### config.mk
export PLATFORM = sky130hd
export DESIGN_NAME = instr_fetch
export DESIGN_NICKNAME = d
export VERILOG_FILES = /design/src/rtl/instr_fetch.sv
export SDC_FILE = /design/constraint.sdc
export NUM_CORES = 1
export LEC_CHECK = 0
export ABC_AREA = 1
export BUFFER_PORTS_ARGS = -buffer_cell sky130_fd_sc_hd__buf_2
export CAP_MARGIN = 20
export CORE_ASPECT_RATIO = 0.75
export CORE_UTILIZATION = 55
export CTS_CLUSTER_DIAMETER = 60
export DETAILED_ROUTE_END_ITERATION = 6
export PLACE_DENSITY = 0.86
export SYNTH_ARGS = -nofsm -noshare
export SYNTH_HDL_FRONTEND = slang
export SYNTH_SLANG_ARGS = --single-unit
### constraint.sdc
create_clock -name clk -period 5.9 [get_ports clk]
set_clock_uncertainty 0.05 [all_clocks]
set_input_delay 0.295 -clock clk [delete_from_list [all_inputs] [get_ports clk]]
set_output_delay 0.295 -clock clk [all_outputs]
set_load 0.01 [all_outputs]
### src/rtl/instr_fetch.sv
// Instruction fetch stage: PC, instruction memory address, and a
// valid/ready output register toward decode with redirect and halt.
module instr_fetch #(
  parameter int ADDR_SIZE = 32,
  parameter int INSTR_WIDTH = 32,
  parameter logic [ADDR_SIZE-1:0] RESET_PC = '0,
  parameter logic [ADDR_SIZE-1:0] PC_INCR = 4,
  parameter logic [INSTR_WIDTH-1:0] HALT_INSTR = 'h0000000D
) (
  input  logic                   clk,
  input  logic                   rst,
  input  logic                   fetch_en,
  output logic [ADDR_SIZE-1:0]   imem_addr,
  input  logic [INSTR_WIDTH-1:0] imem_instr,
  input  logic                   redirect,
  input  logic [ADDR_SIZE-1:0]   redirect_pc,
  output logic                   out_valid,
  input  logic                   out_ready,
  output logic [INSTR_WIDTH-1:0] out_instr,
  output logic [ADDR_SIZE-1:0]   out_pc,
  output logic [ADDR_SIZE-1:0]   out_pc_next,
  output logic                   halted
);

  typedef enum logic [1:0] {
    IDLE = 2'd0,
    RUN  = 2'd1,
    HALT = 2'd2
  } state_t;

  state_t               state;
  logic [ADDR_SIZE-1:0] pc;
  logic                 load;
  logic                 is_halt;

  assign load        = !out_valid || out_ready;
  assign is_halt     = (imem_instr == HALT_INSTR);
  assign imem_addr   = pc;
  assign out_pc_next = out_pc + PC_INCR;
  assign halted      = (state == HALT);

  // PC, state and output register; redirect overrides every state
  always_ff @(posedge clk or posedge rst) begin
    if (rst) begin
      pc        <= RESET_PC;
      state     <= IDLE;
      out_valid <= 1'b0;
      out_instr <= '0;
      out_pc    <= '0;
    end else if (redirect) begin
      pc        <= redirect_pc;
      out_valid <= 1'b0;
      state     <= RUN;
    end else begin
      unique case (state)
        IDLE: begin
          if (fetch_en) state <= RUN;
        end
        RUN: begin
          if (load) begin
            out_valid <= 1'b1;
            out_instr <= imem_instr;
            out_pc    <= pc;
            if (is_halt) state <= HALT;
            else         pc    <= pc + PC_INCR;
          end
        end
        HALT: begin
          if (out_ready) out_valid <= 1'b0;
        end
        default: state <= IDLE;
      endcase
    end
  end

endmodule
# == Yosys cells after proc, flatten, opt, wreduce, memory -nomap -nowiden ==
# Index checks and enable logic that the tools add are counted.
# totals
regBits,99
output_inout_bits,130
wordCells,40
# classes
add_sub_neg,2
eq_ne,9
n_mux,13
bitwise_logic,1
n_reduce_logical,10
# op_table
op,count
$mux 32,4
$add 32x3->32 const B,2
$eq 32x4->1 const B,1
$ne 3x3->1 const B,4
$reduce_and 3->1,3
$mux 2,4
$pmux 2 s3,1
$ne 2x2->1 const B,2
$reduce_and 4->1,1
$reduce_bool 2->1,2
$mux 1,3
$reduce_bool 3->1,1
$eq 2x1->1 const B,1
$eq 2x2->1 const B,1
$logic_not 2->1,1
$pmux 1 s2,1
$logic_not 1->1,1
$logic_or 1x1->1,1
$not 1->1,1

# == Logic depth before layout (Yosys ltp) ==
# depth
word_depth,5
mapped_depth,11
mapped_depth_nobuf,11

# == Least setup slack after synthesis ==
# No wires, ideal clock.
# synth_timing
path_type,register -> output
start,register out_pc[2]
end,output out_pc_next[18]
t_arrival_ns,1.457
setup_slack_ns,4.098
path_stages_with_launch,7
cell_sequence,dfrtp_1 ha_1 inv_1 nor3_2 nand2_1 nor2_1 xor2_1
# synth_via
elab_chain_cells,1
# synth_lines
item,line,text
from (decl),20,"output logic [ADDR_SIZE-1:0] out_pc,"
from (signal assigned),63,out_pc <= pc;
$add 32x3->32,39,assign out_pc_next = out_pc + PC_INCR;
to (decl),21,"output logic [ADDR_SIZE-1:0] out_pc_next,"
# Every way passes these cells.

# == Worst setup path in the final report ==
# layout_timing
start,register state[1]
end,register out_pc[6]
# layout_via
elab_chain_cells,2
# layout_lines
item,line,text
from (decl),31,state_t state;
from (signal assigned),46,state <= IDLE;
from (signal assigned),53,state <= RUN;
from (signal assigned),57,if (fetch_en) state <= RUN;
$eq 2x1->1,55,unique case (state)
$reduce_and 3->1 (no line),n/a,
# Every way passes these cells.
# A chain may end at the register's enable or synchronous reset.

==> results_dict.tcl <==
set metrics [dict create \
    drt_iter0_drc 698 \
    avgSynthCellArea_um2 6.94 \
    hpwl_um 13700 \
    syn-num-nets 918 \
    hold_depth 3 \
    power.leakage_nw 3.80 \
    fin_ws_ps 3080 \
    wl_um 17900 \
    p_sw_share_pct 38.5 \
    ir_drop_uv 187 \
    synth_async_sr_flop_share_pct 100 \
    p_int_mw 1.36 \
    numCtsBuffers 9 \
    relSlewSlack_pct 32.1 \
    yosysWarnings 0 \
    synth_most_common_cell "nand2_1" \
    slew_viol_final 0 \
    ys_ff_latch 99 \
    setup_viol 0 \
    syn_area_um2 5880 \
    worstPathArrival_ps 2970 \
    grt_max_degree 78 \
    ys_top_cells_by_area "dfrtp_1 42%, nand2_1 22%, nand3_1 6.5%" \
    dr_total_vias 6380 \
    yosys-top-cells-count "339 x nand2_1, 99 x dfrtp_1, 81 x nor2_1" \
    worstSetupPathType "register to register" \
    grt_antenna_before_repair 0 \
    fp-row-count 32 \
    cts_buffer_depth 2 \
    first_pass_iters 6 \
    utilization_pct 69.8 \
    fin_crit_ps 2820 \
    fin_nets 1103 \
    clk_root_buffer_cell "clkbuf_16" \
    max_freq_mhz 355 \
    post-place-ws_ps 3050 \
    netSwitchingPower_mw 0.849 \
    drive_gt1_share_pct 23.8 \
    cts_resized 0 \
    hp-class "primary input to register" \
    end_kind "register" \
    diodes 0 \
    r2r_slack_ps 3080 \
    synth_cell_types 32 \
    power_frac_seq_pct 44.4 \
    gr-total-overflow 0 \
    rsz0062_at_grt "no" \
    pwr-share-clk_pct 25.5 \
    holdWs_ps 109 \
    wl_per_cell_um 15.3 \
    hold_violations 0 \
    power_density_nw_per_um2 306 \
    synth.largest_area_cell "dfrtp_1" \
    cts_tree "yes" \
    vias_per_cell 5.44 \
    final_area_um2 7210 \
    ant_nets 0 \
    cts.sink_count 99 \
    comb_power_share_pct 30.0 \
    clk_pin_slew_ps 70 \
    grt_pass1_wl_um 29100 \
    ys.flop_type "dfrtp_1" \
    io_pins 199 \
    cp-start-kind "register" \
    synth.top_cell.area_share_pct 42.1 \
    crit_path_max_fanout 49 \
    syn_to_final_growth_pct 22.7 \
    start_util_pct 56.9 \
    syn_inst 847 \
    htreeDepth 3 \
    reg2reg_depth 9 \
    drcViolationCount 0 \
    grt_usage_pct 33.9 \
    period_share_pct 47.8 \
    cap_violations 0 \
    clk_latency_ps 340 \
    worst_pin_slew_ps 1020 \
    die_w_um 121 \
    tns_ps 0 \
    io_buffers 198 \
    required_ps 6050 \
    core_um2 10300 \
    grt_pass1_vias 5682 \
    die_height_um 91.6 \
    status "complete, no violations" \
    die-area_um2 11100 \
    post_dp_cell_area_um2 6920 \
    synth_edf_count 0 \
    place_congestion 0.926 \
    synth_seq_area_share_pct 42.1 \
]
[cell families (layout without fill, tap and decap cells)]
group	count (synthesis)	in the layout	share of synthesized area, %
AO/OA/AOI/OAI	61	61	5.28
adder cells (fa/ha/maj)	2	2	0.425
buffers and inverters	102	292	7.23
AND/OR/NAND/NOR	551	551	40.2
XOR/XNOR	32	32	4.77
flip-flops	99	99	42.1
[routing by layer]
metal | wire, µm | track usage [%]
met5 | 0 | 0
met4 | 189 | 8.02
met3 | 1880 | 6.03
met2 | 7880 | 50.0
met1 | 7970 | 51.2
[cell type report]
class,count,area [µm²]
Timing Repair Buffer,201,1020
Fill cell,888,3120
Inverter,75,284
Clock inverter,6,48.8
Multi-Input combinational cell,646,2980
Sequential cell,99,2480
Tap cell,136,170
Clock buffer,10,239
[worst max-delay path: stages (launching register included)]
cell and delay, ps:
dfrtp_1 370, inv_2 70, nand2_1 80, nor2_2 160
inv_2 60, nor2_4 770, inv_2 460, buf_4 430
nand2_1 120, o21ai_0 80
[stage by stage]
stage	instances	total power, mW
floorplan	847	1.32
global placement	1156	1.62
detailed placement	1156	1.64
CTS	1173	2.21
global route	1173	2.34
finish	1173	2.21
[sequential cells by signal, summed over array words and instances, names as in the netlist]
name / flops
imem_addr: 32
out_instr: 32
out_pc: 32
state: 2
out_valid: 1
[worst paths after layout]
kind | from | end
max | state[1]$_DFFE_PP0P_ | out_pc[6]$_DFFE_PP0P_
max reg2reg | state[1]$_DFFE_PP0P_ | out_pc[6]$_DFFE_PP0P_
min in group asynchronous | rst | out_instr[7]$_DFFE_PP0P_
max in group asynchronous | rst | imem_addr[25]$_DFFE_PP0P_
min | redirect_pc[1] | imem_addr[1]$_DFFE_PP0P_
min reg2reg | out_instr[0]$_DFFE_PP0P_ | out_instr[0]$_DFFE_PP0P_
[placed cells by master, fill, tap and decap left out, types with 6 or more instances in the layout]
cell type    n
nand2_1    339
buf_2      198
dfrtp_1     99
nor2_1      81
nand3_1     76
inv_1       69
o21ai_0     52
nand4_1     18
xor2_1      18
xnor2_1     14
clkbuf_16    9
nor3_1       8
nor2_2       7
nor2_4       6
o21ai_1      6
[power groups by stage]
stage          registers, mW  logic (mW)  clock network [mW]
6_report               0.979       0.662               0.563
5_1_grt                0.998       0.737               0.603
4_1_cts                0.972       0.662               0.573
3_5_place_dp           0.983       0.659                   0
3_3_place_gp           0.985       0.637                   0
2_1_floorplan          0.997       0.328                   0
[repair_timing]
| item | 4_1_cts | 5_1_grt |
|---|---|---|
| hold buffers | 1 | 0 |
| setup buffers | 0 | 0 |
| hold endpoints to repair | 22 | 0 |
Note: power is estimated with default switching activity, not from simulation.
